File: config.mk
export PLATFORM = sky130hd
export DESIGN_NAME = gerenciador_lanes
export DESIGN_NICKNAME = d
export VERILOG_FILES = /design/src/rtl/gerenciador_lanes.sv
export SDC_FILE = /design/constraint.sdc
export NUM_CORES = 1
export LEC_CHECK = 0
export CAP_MARGIN = 20
export CORE_ASPECT_RATIO = 1.2
export CORE_UTILIZATION = 25
export DETAILED_ROUTE_END_ITERATION = 8
export HOLD_SLACK_MARGIN = 0.03
export PLACE_DENSITY = 0.5
export SYNTH_ARGS = -nofsm -noshare
export SYNTH_HDL_FRONTEND = slang
export SYNTH_SLANG_ARGS = --single-unit
File: constraint.sdc
create_clock -name CLOCK_25 -period 5.5 [get_ports CLOCK_25]
set_input_delay 1.375 -clock CLOCK_25 [delete_from_list [all_inputs] [get_ports CLOCK_25]]
set_output_delay 1.375 -clock CLOCK_25 [all_outputs]
set_load 0.005 [all_outputs]
File: src/rtl/gerenciador_lanes.sv
// gerenciador_lanes: round-robin command dispatcher for N note lanes plus
// score/combo bookkeeping for one rhythm-game session.
module gerenciador_lanes #(
    parameter int N_LANES    = 3,
    parameter int CMD_W      = 4,
    parameter int LIST_DEPTH = 16,
    parameter int SCORE_W    = 16,
    parameter int COMBO_W    = 6,
    localparam int AW        = $clog2(LIST_DEPTH),
    localparam int LW        = (N_LANES > 1) ? $clog2(N_LANES) : 1
) (
    input  logic               CLOCK_25,
    input  logic               reset,
    input  logic               start,
    input  logic [AW:0]        fim_da_lista,
    input  logic               cmd_wr_en,
    input  logic [AW-1:0]      cmd_wr_addr,
    input  logic [CMD_W-1:0]   cmd_wr_data,
    input  logic [N_LANES-1:0] trocar,
    input  logic [N_LANES-1:0] ponto,
    input  logic [N_LANES-1:0] erro,
    output logic [CMD_W-1:0]   prox_comando,
    output logic [N_LANES-1:0] cmd_ack,
    output logic [SCORE_W-1:0] score,
    output logic [COMBO_W-1:0] combo,
    output logic               fim_de_jogo,
    output logic [1:0]         estado
);

    typedef enum logic [1:0] {
        IDLE      = 2'd0,
        PLAYING   = 2'd1,
        GAME_OVER = 2'd2
    } state_t;

    state_t             state;
    logic [CMD_W-1:0]   list_mem [LIST_DEPTH];
    logic [AW:0]        rd_ptr;
    logic [AW:0]        fim_len;
    logic [LW-1:0]      last_grant;

    logic [N_LANES-1:0] eligible;
    logic               grant_any;
    logic [LW-1:0]      grant_idx;
    logic [LW-1:0]      cand_idx;

    logic [3:0]         hits;
    logic [6:0]         gain;
    logic [SCORE_W-1:0] score_nxt;
    logic [COMBO_W-1:0] combo_nxt;

    function automatic logic [3:0] popcount(input logic [N_LANES-1:0] v);
        logic [3:0] n;
        n = '0;
        for (int i = 0; i < N_LANES; i++)
            n = n + 4'(v[i]);
        return n;
    endfunction

    // Streak tiers of 8 hits raise the multiplier, capped at x4.
    function automatic logic [2:0] mult_of(input logic [COMBO_W-1:0] c);
        logic [COMBO_W-1:0] tier;
        tier = c >> 3;
        if (tier >= COMBO_W'(3))
            return 3'd4;
        return 3'(tier) + 3'd1;
    endfunction

    function automatic logic [SCORE_W-1:0] sat_score(input logic [SCORE_W-1:0] acc,
                                                     input logic [6:0] add);
        logic [SCORE_W+7:0] sum;
        sum = {8'd0, acc} + (SCORE_W+8)'(add);
        if (sum[SCORE_W+7:SCORE_W] != '0)
            return '1;
        return sum[SCORE_W-1:0];
    endfunction

    function automatic logic [COMBO_W-1:0] sat_combo(input logic [COMBO_W-1:0] acc,
                                                     input logic [3:0] add);
        logic [COMBO_W+4:0] sum;
        sum = {5'd0, acc} + (COMBO_W+5)'(add);
        if (sum[COMBO_W+4:COMBO_W] != '0)
            return '1;
        return sum[COMBO_W-1:0];
    endfunction

    function automatic logic [AW:0] clamp_len(input logic [AW:0] len);
        if (len > (AW+1)'(LIST_DEPTH))
            return (AW+1)'(LIST_DEPTH);
        return len;
    endfunction

    // Round-robin search starting one lane past the last grant; the lane
    // acked last cycle is masked so a held request cannot win back-to-back.
    always_comb begin
        eligible  = trocar & ~cmd_ack;
        grant_any = 1'b0;
        grant_idx = last_grant;
        cand_idx  = '0;
        if (state == PLAYING && rd_ptr < fim_len) begin
            for (int i = 1; i <= N_LANES; i++) begin
                cand_idx = LW'((int'(last_grant) + i) % N_LANES);
                if (!grant_any && eligible[cand_idx]) begin
                    grant_any = 1'b1;
                    grant_idx = cand_idx;
                end
            end
        end
    end

    always_comb begin
        hits      = popcount(ponto);
        gain      = 7'(hits) * 7'(mult_of(combo));
        score_nxt = sat_score(score, gain);
        combo_nxt = (|erro) ? '0 : sat_combo(combo, hits);
    end

    always_ff @(posedge CLOCK_25) begin
        if (reset) begin
            state        <= IDLE;
            rd_ptr       <= '0;
            fim_len      <= '0;
            last_grant   <= LW'(N_LANES - 1);
            score        <= '0;
            combo        <= '0;
            prox_comando <= '0;
            cmd_ack      <= '0;
            fim_de_jogo  <= 1'b0;
        end else begin
            cmd_ack <= '0;
            case (state)
                IDLE, GAME_OVER: begin
                    if (start && fim_da_lista != '0) begin
                        state       <= PLAYING;
                        fim_de_jogo <= 1'b0;
                        rd_ptr      <= '0;
                        fim_len     <= clamp_len(fim_da_lista);
                        last_grant  <= LW'(N_LANES - 1);
                        score       <= '0;
                        combo       <= '0;
                    end
                end
                PLAYING: begin
                    // The last entry was granted on the previous edge.
                    if (rd_ptr >= fim_len) begin
                        state       <= GAME_OVER;
                        fim_de_jogo <= 1'b1;
                    end
                    if (grant_any) begin
                        cmd_ack      <= N_LANES'(1) << grant_idx;
                        prox_comando <= list_mem[rd_ptr[AW-1:0]];
                        rd_ptr       <= rd_ptr + 1'b1;
                        last_grant   <= grant_idx;
                    end
                    score <= score_nxt;
                    combo <= combo_nxt;
                end
                default: begin
                    state       <= IDLE;
                    fim_de_jogo <= 1'b0;
                end
            endcase
        end
    end

    // List storage keeps its contents across reset; only the write is gated.
    always_ff @(posedge CLOCK_25) begin
        if (!reset && cmd_wr_en && state != PLAYING)
            list_mem[cmd_wr_addr] <= cmd_wr_data;
    end

    assign estado = state;

endmodule

-- Word level (Yosys, flattened, before mapping)
Memory sizes are Yosys's and may differ from the RTL's. A register that Yosys moved wholly into a read port is not among the register bits.
Index checks and enable logic that the tools add are counted.
- input port bits: 26
- logic and storage cells: 112
- RAM bits: 64
- memories kept: 1
- register bits after elaboration: 40
- memories (name ; depth ; width ; read ports ; clocked after Yosys merged registers in ; write ports ; RTL line ; text):
    list_mem ; 16 ; 4 ; 1 ; 1 ; 1 ; 37 ; logic [CMD_W-1:0] list_mem [LIST_DEPTH];
- add/sub/neg operators: 9
- reductions and logical operators: 22
- shift operators: 1
- multiply operators: 1
- equality and inequality tests: 6
- order comparisons: 7
- multiplexer cells: 50
- bitwise operators: 4
- divide/modulo/power cells: 3
- operators with widths (kind ; number):
    $mod A32 B3 Y32 const B ; 3
    $mux W16 ; 3
    $pmux W16 S2 ; 1
    $mux W6 ; 4
    $mux W1 ; 20
    $mux W5 ; 4
    $add A16 B6 Y17 ; 1
    $mux W2 ; 8
    $pmux W6 S2 ; 1
    $pmux W5 S2 ; 1
    $reduce_bool A5 Y1 ; 2
    $lt A2 B3 Y1 const B ; 3
    $pmux W2 S2 ; 2
    $reduce_and A2 Y1 ; 4
    $reduce_bool A8 Y1 ; 1
    $add A6 B3 Y7 ; 1
    $add A2 B2 Y3 const B ; 2
    $bmux W1 S2 ; 3
    $logic_and A1 B1 Y1 ; 6
    $mul A3 B3 Y6 ; 1
    $mux W3 ; 2
    $reduce_or A3 Y1 ; 2
    $add A5 B1 Y5 const B ; 1
    $ge A5 B5 Y1 ; 1
    other kinds (21) ; 26

-- Logic depth before layout (Yosys ltp)
Gate-level depths: netlist (run 1).
- depth in word-level cells: 16
- depth in mapped cells: 17

-- Least setup slack after synthesis (run 1)
OpenSTA, ideal clock, no wires.
- path kind: input port to flip-flop
- start point: input ponto[0]
- end point: register score[13]
- arrival time: 4.376 ns
- buffers on the path: 0
- cell stages on the path: 12
- data required time: 5.429 ns
- setup slack: 1.054 ns
- path through: fa_1 > and3_1 > ha_1 > fa_1 > inv_1 > fa_1 > nor2b_1 > o21ai_0 > a211oi_1 > nand3_1 > mux2_2 > a21oi_1
- cells in the longest elaborated chain, start to end: 8
- ends and longest elaborated chain (what ; RTL line ; text):
    start, declared ; 20 ; input logic [N_LANES-1:0] ponto,
    $add A1 B1 Y2 * ; 56 ; n = n + 4'(v[i]);
    $add A2 B1 Y3 * ; 56 ;
    $mul A3 B3 Y6 * ; 113 ; gain = 7'(hits) * 7'(mult_of(combo));
    $add A16 B6 Y17 * ; 72 ; sum = {8'd0, acc} + (SCORE_W+8)'(add);
    $reduce_bool A8 Y1 ; 73 ; if (sum[SCORE_W+7:SCORE_W] != '0)
    $mux W1 ; 73 ;
    $mux W16 * ; 75 ; return sum[SCORE_W-1:0];
    $pmux W16 S2 * ; 131 ; case (state)
    end signal, assigned ; 155 ; score <= score_nxt;
    end, declared ; 24 ; output logic [SCORE_W-1:0] score,
Mark *: on every way between the ends. The rest lies on a longest branch, timed or not.
A chain may end at the register's enable or synchronous reset.

-- Final worst setup path (run 1)
Ends and elaborated chain as after synthesis.

==> results.json, run 1 <==
{
  "status": "finished clean",
  "antenna_found_initial": 0,
  "nNetsFinal": 552,
  "clkPwrFrac": 0.398,
  "post_cts_buffers": 0,
  "grt_pass1_vias": 3645,
  "hold_class": "register to register",
  "synth_edf_count": 64,
  "drt-initial-drc-count": 184,
  "synth_seq_area_share": 0.5375,
  "num_antenna_cells": 0,
  "place_congestion": 0.7863,
  "cp_slowest_stage_delay_ps": 550,
  "period_share": 0.8761,
  "cp-end-kind": "register",
  "die_w_um": 133.4,
  "die_area_mm2": 0.02129,
  "swShare": 0.2450,
  "critical-path-top-cell-by-count": "fa_1",
  "dr_total_vias": 3663,
  "dp_cells": 755,
  "hold_start": "fim_len[4]$_SDFFE_PP0P_",
  "initial_core_util": 0.2556,
  "power_density_mw_per_mm2": 260.6,
  "dpl_cell_area_mm2": 0.005997,
  "p_leak_nw": 2.068,
  "synthArstFlopShare": 0,
  "grt_max_degree": 38,
  "instances_no_fill": 771,
  "setup_viol": 0,
  "dpl.hpwl_um": 8456,
  "syn_nets": 502,
  "fin_tns_setup_ps": 0,
  "ioPinCount": 58,
  "insertion_delay_ps": 350,
  "path_cells": "clkdlybuf4s50_1, fa_1, and2_1, ha_1, fa_1, inv_1, fa_1, nor2b_1, o21ai_0, a211oi_1, nand3_1, mux2_2, a21oi_1",
  "reg2reg_to": "score[13]$_SDFFE_PP0P_",
  "synth_warnings": 0,
  "ir_drop_mv": 0.2353,
  "whs_path_depth": 2,
  "synth_top_area_cell": "edfxtp_1",
  "maxCapViolations": 0,
  "synth_cell_types": 57,
  "clock-sinks": 107,
  "maxSlewHeadroom": 0.4206,
  "synth_commonest_cells": "64 x edfxtp_1, 43 x dfxtp_1, 36 x a21oi_1",
  "p_int_mw": 1.240,
  "holdWs_ps": 459.3,
  "max_freq_ghz": 0.2075,
  "cp_slowest_cell": "fa_1",
  "combinationalPowerShare": 0.077,
  "die_h_um": 159.6,
  "cts_hold_buf": 0,
  "synth_area_mm2": 0.005177,
  "hold_viol_final": 0,
  "cts_made_buffers": 9,
  "final_antenna_net_count": 0,
  "final_util": 0.3112,
  "r2r_start": "combo[3]$_SDFFE_PP0P_",
  "postSynthCellCount": 451,
  "portBuffers": 57,
  "post_drt_via_cell_ratio": 4.751,
  "fin_crit_ps": 4818,
  "rows": 57,
  "synth_seq_cells": 107,
  "clk_pin_slew_worst_paths_ps": 80,
  "drc_errors": 0,
  "drt-pass1-iter-count": 6,
  "rr_worst_depth": 15,
  "reg2reg_setup_slack_ps": 1400,
  "yosysMostFrequentCell": "edfxtp_1",
  "yosys_most_used_dff": "edfxtp_1",
  "p_switching_mw": 0.4025,
  "cts_resized": 0,
  "routed_wl_um": 11620,
  "yosys-top-cells-area": "edfxtp_1 37%, dfxtp_1 17%, ha_1 4.8%, a21oi_1 3.5%, mux2i_1 2.9%",
  "rsz0062_at_grt": "false",
  "grtUsageTotal": 0.1142,
  "grt-ovfl-total": 0,
  "path_class": "input port to register",
  "h-tree-depth": 3,
  "wl_per_cell_um": 15.08,
  "syn_to_final_growth_pct": 21.75,
  "holdPathEnd": "fim_len[4]$_SDFFE_PP0P_",
  "slew_violations": 0,
  "path_max_fanout": 4,
  "drive_above_1_share": 0.08696,
  "required_ps": 5790,
  "coreArea_mm2": 0.02025,
  "avgSynthCellArea_um2": 11.48,
  "fin_worst_skew_ps": 11.62,
  "grt_first_pass_wirelength_um": 19150,
  "cts_root_buf": "clkbuf_16",
  "yosysTopAreaCellShare": 0.3712,
  "worst_pin_slew_ps": 865.9,
  "arrival_ps": 5110,
  "final_area_mm2": 0.006304,
  "clockBufferDepth": 2,
  "start_kind": "input port",
  "pwr-share-seq": 0.525,
  "cts_tree": "built"
}
## cell families after synthesis
logic type	count (synthesis)	synth area share
AO/OA/AOI/OAI	103	0.1293
XOR/XNOR	3	0.005076
adder cells (fa/ha/maj)	26	0.06984
buffers and inverters	44	0.03770
flip-flops	107	0.5375
multiplexers	30	0.08192
AND/OR/NAND/NOR	138	0.1387
## flip-flops by register name, summed over array words and instances (netlist names)
name and count:
fim_len 5, estado 1, score 16, combo 6, prox_comando 4, list_mem 64
last_grant 2, rd_ptr 5, fim_de_jogo 1, cmd_ack 3
## how the worst max path moves through the flow
| stage | startpoint | to | slack, ps | cells past startpoint |
|---|---|---|---|---|
| global placement | ponto[0] | score[13]$_SDFFE_PP0P_ | 400 | 13 |
| floorplan | ponto[0] | score[13]$_SDFFE_PP0P_ | 1050 | 12 |
| detailed placement | ponto[0] | score[13]$_SDFFE_PP0P_ | 350 | 13 |
| global route | ponto[0] | score[13]$_SDFFE_PP0P_ | 410 | 13 |
| CTS | ponto[0] | score[13]$_SDFFE_PP0P_ | 690 | 13 |
| finish | ponto[0] | score[13]$_SDFFE_PP0P_ | 680 | 13 |
## routing by layer
| metal | vias to the layer above | share of wire | GRT usage |
|---|---|---|---|
| met2 | 61 | 0.50 | 0.1955 |
| met3 | 11 | 0.041 | 0.02095 |
| li1 | 1792 | - | - |
| met4 | 0 | 0.012 | 0.03564 |
| met5 | - | 0 | 0 |
| met1 | 1799 | 0.44 | 0.1448 |
## worst max-delay path: cells and delay by family
family	cells	cell delay [ps]
adder cells (fa/ha/maj)	4	1840
AO/OA/AOI/OAI	3	660
AND/OR/NAND/NOR	3	430
multiplexers	1	300
buffers and inverters	2	510
## metrics by stage
stage / power, mW / worst slack, ps
4_1_cts: 1.669 / 689.3
2_1_floorplan: 0.9530 / 1054
6_report: 1.643 / 681.7
5_1_grt: 1.712 / 410.4
3_3_place_gp: 1.006 / 403.4
3_5_place_dp: 1.009 / 352.6
## power by group through the flow
stage | Sequential, mW | Combinational [mW] | Clock [mW]
after detailed placement | 0.881 | 0.127 | 0
after global placement | 0.881 | 0.126 | 0
after global routing | 0.864 | 0.141 | 0.707
after floorplan | 0.880 | 0.0729 | 0
final | 0.863 | 0.126 | 0.655
after CTS | 0.863 | 0.128 | 0.678
## layout by cell type, fill, tap and decap left out, drive strengths merged, types with 2 or more instances in the layout
master / netlist / routed
ha: 20 / 20
clkdlybuf4s50: 0 / 57
nand4: 6 / 6
o21ai: 24 / 24
nor4: 2 / 2
nor3b: 2 / 2
nor2b: 6 / 6
nand2b: 7 / 7
nor2: 29 / 29
a22oi: 7 / 7
o32ai: 2 / 2
nor3: 12 / 12
and3: 7 / 7
and2: 3 / 3
clkinv: 0 / 2
mux4: 8 / 8
mux2i: 15 / 15
buf: 9 / 4
or3: 7 / 7
or4: 2 / 2
dfxtp: 43 / 43
mux2: 7 / 7
a31oi: 12 / 12
fa: 5 / 5
a211oi: 4 / 4
xnor2: 3 / 3
inv: 22 / 27
nand2: 31 / 31
nand3: 12 / 12
a221oi: 4 / 4
nand3b: 7 / 7
a21bo: 2 / 2
clkbuf: 13 / 9
a41oi: 2 / 2
edfxtp: 64 / 64
a21oi: 36 / 36
o211ai: 5 / 5
## final cells by class
cell class | count | area [µm²]
Clock inverter | 7 | 81.33
Fill cell | 2093 | 13950
Inverter | 22 | 82.58
Clock buffer | 9 | 225.2
Tap cell | 265 | 331.6
Sequential cell | 107 | 2783
Timing Repair Buffer | 61 | 600.6
Multi-Input combinational cell | 300 | 2200
Note: power is estimated with default switching activity, not from simulation.
==> run 2: changes to the inputs <==
- CTS_CLUSTER_SIZE: not set -> 25
==> results of run 2 <==
No change in the layout: final DEF, timing and power equal those of run 1.
==> run 3: changes to the inputs <==
- CORE_MARGIN: not set -> 5
==> results.json, run 3 (same netlist as run 1, synthesis figures left out) <==
{
  "status": "finished clean",
  "num_antenna_cells": 0,
  "ioPinCount": 58,
  "path_class": "input port to register",
  "critPathTopFamily": "adder cells",
  "maxCapViolations": 0,
  "reg2reg_setup_slack_ps": 1390,
  "grt_first_pass_wirelength_um": 19710,
  "p_leak_nw": 2.069,
  "cts_resized": 0,
  "period_share": 0.8744,
  "cp_slowest_stage_delay_ps": 560,
  "cp.depth": 12,
  "clock-sinks": 107,
  "fin_tns_setup_ps": 0,
  "h-tree-depth": 3,
  "fin_worst_skew_ps": 8.147,
  "syn_to_final_growth_pct": 21.85,
  "nNetsFinal": 552,
  "ir_drop_mv": 0.1475,
  "holdWs_ps": 463.2,
  "insertion_delay_ps": 360,
  "drive_above_1_share": 0.08696,
  "rows": 57,
  "portBuffers": 57,
  "required_ps": 5790,
  "path_max_fanout": 7,
  "cts_root_buf": "clkbuf_16",
  "multiInputGateArea_mm2": 0.002200,
  "clockBufferDepth": 2,
  "instances_no_fill": 771,
  "power.total_mw": 1.646,
  "cp-end-kind": "register",
  "regArea_mm2": 0.002783,
  "whs_path_depth": 2,
  "die_w_um": 141.4,
  "dr_total_vias": 3662,
  "setup_viol": 0,
  "drt-pass1-iter-count": 4,
  "layout_common_cells": "64 x edfxtp_1, 57 x clkdlybuf4s50_1, 43 x dfxtp_1",
  "regMostFlops": "list_mem",
  "cts_tree": "built",
  "rsz0062_at_grt": "false",
  "path_cells": "clkdlybuf4s50_1, fa_1, and2_1, ha_1, fa_1, ha_1, a21oi_1, o211ai_1, and3b_1, nand4_1, buf_4, a21oi_1",
  "arrival_ps": 5100,
  "clk_pin_slew_worst_paths_ps": 80,
  "grt_pass1_vias": 3734,
  "wl_per_cell_um": 15.77,
  "cp_slowest_cell": "fa_1",
  "hold_start": "fim_len[3]$_SDFFE_PP0P_",
  "post_cts_buffers": 0,
  "dp_cells": 755,
  "reg2reg_to": "score[1]$_SDFFE_PP0P_",
  "post_drt_via_cell_ratio": 4.750,
  "r2r_start": "combo[3]$_SDFFE_PP0P_",
  "die_area_mm2": 0.02370,
  "power_density_mw_per_mm2": 261.0,
  "max_freq_ghz": 0.2079,
  "dpl.hpwl_um": 8869,
  "holdPathEnd": "fim_len[3]$_SDFFE_PP0P_",
  "largest_reg_flops": 64,
  "rr_worst_depth": 14,
  "cts_made_buffers": 9,
  "fin_crit_ps": 4809,
  "final_antenna_net_count": 0,
  "initial_core_util": 0.2547,
  "grt-ovfl-total": 0,
  "reg_top3": "list_mem (64), score (16), combo (6)",
  "slew_violations": 0,
  "start_kind": "input port",
  "grtUsageTotal": 0.1054,
  "hold_viol_final": 0,
  "hold_class": "register to register",
  "coreArea_mm2": 0.02033,
  "antenna_found_initial": 0,
  "die_h_um": 167.6,
  "drc_errors": 0,
  "place_congestion": 0.8096,
  "worst_pin_slew_ps": 843.4,
  "routed_wl_um": 12160,
  "maxSlewHeadroom": 0.4357,
  "crit_buf_inv": 2,
  "cts_hold_buf": 0,
  "grt_max_degree": 38,
  "final_common_cell": "edfxtp_1",
  "fillers": 2064,
  "drt-initial-drc-count": 189
}
[run 3: through the flow]
step | util | instance area, µm² | setup slack [ps]
after floorplan | - | 5177 | 1054
after global placement | 0.2950 | 5997 | 383.8
after detailed placement | 0.2950 | 5997 | 348.1
after CTS | 0.3104 | 6309 | 687.8
after global routing | 0.3104 | 6309 | 470.8
final | 0.3104 | 6309 | 690.6
[run 3: cell type report]
cell class                      instances  area share
Multi-Input combinational cell        300      0.3487
Inverter                               22     0.01309
Timing Repair Buffer                   61     0.09520
Clock inverter                          7     0.01369
Sequential cell                       107      0.4411
Clock buffer                            9     0.03570
Tap cell                              265     0.05256
[run 3: worst max path at each step]
stage / endpoint / slack (ps) / from
floorplan: score[13]$_SDFFE_PP0P_ / 1050 / ponto[0]
global placement: score[13]$_SDFFE_PP0P_ / 380 / ponto[0]
detailed placement: score[5]$_SDFFE_PP0P_ / 350 / ponto[0]
CTS: score[13]$_SDFFE_PP0P_ / 690 / ponto[0]
global route: score[1]$_SDFFE_PP0P_ / 470 / ponto[0]
finish: score[1]$_SDFFE_PP0P_ / 690 / ponto[0]
[run 3: power by group]
| group | switching [mW] | leakage [nW] | internal [mW] |
|---|---|---|---|
| combinational | 0.0717 | 0.994 | 0.0554 |
| clock | 0.329 | 0.151 | 0.328 |
| sequential | 0.00591 | 0.924 | 0.857 |
[run 3: layer usage]
| metal | routed length, µm | vias to the layer above | global-route usage |
|---|---|---|---|
| met5 | 0 | - | 0 |
| met4 | 185 | 0 | 0.03798 |
| met3 | 600 | 12 | 0.02624 |
| met2 | 5908 | 75 | 0.1746 |
| met1 | 5461 | 1780 | 0.1332 |
| li1 | - | 1795 | - |
[run 3: worst register-to-register path, stage by stage (launching register included)]
cell	delay, ps
dfxtp_1	410
ha_1	290
ha_1	190
a211oi_1	300
nand2_1	120
and2_1	180
ha_1	300
fa_1	500
ha_1	300
a21oi_1	70
o211ai_1	310
and3b_1	340
nand4_1	320
buf_4	300
a21oi_1	120
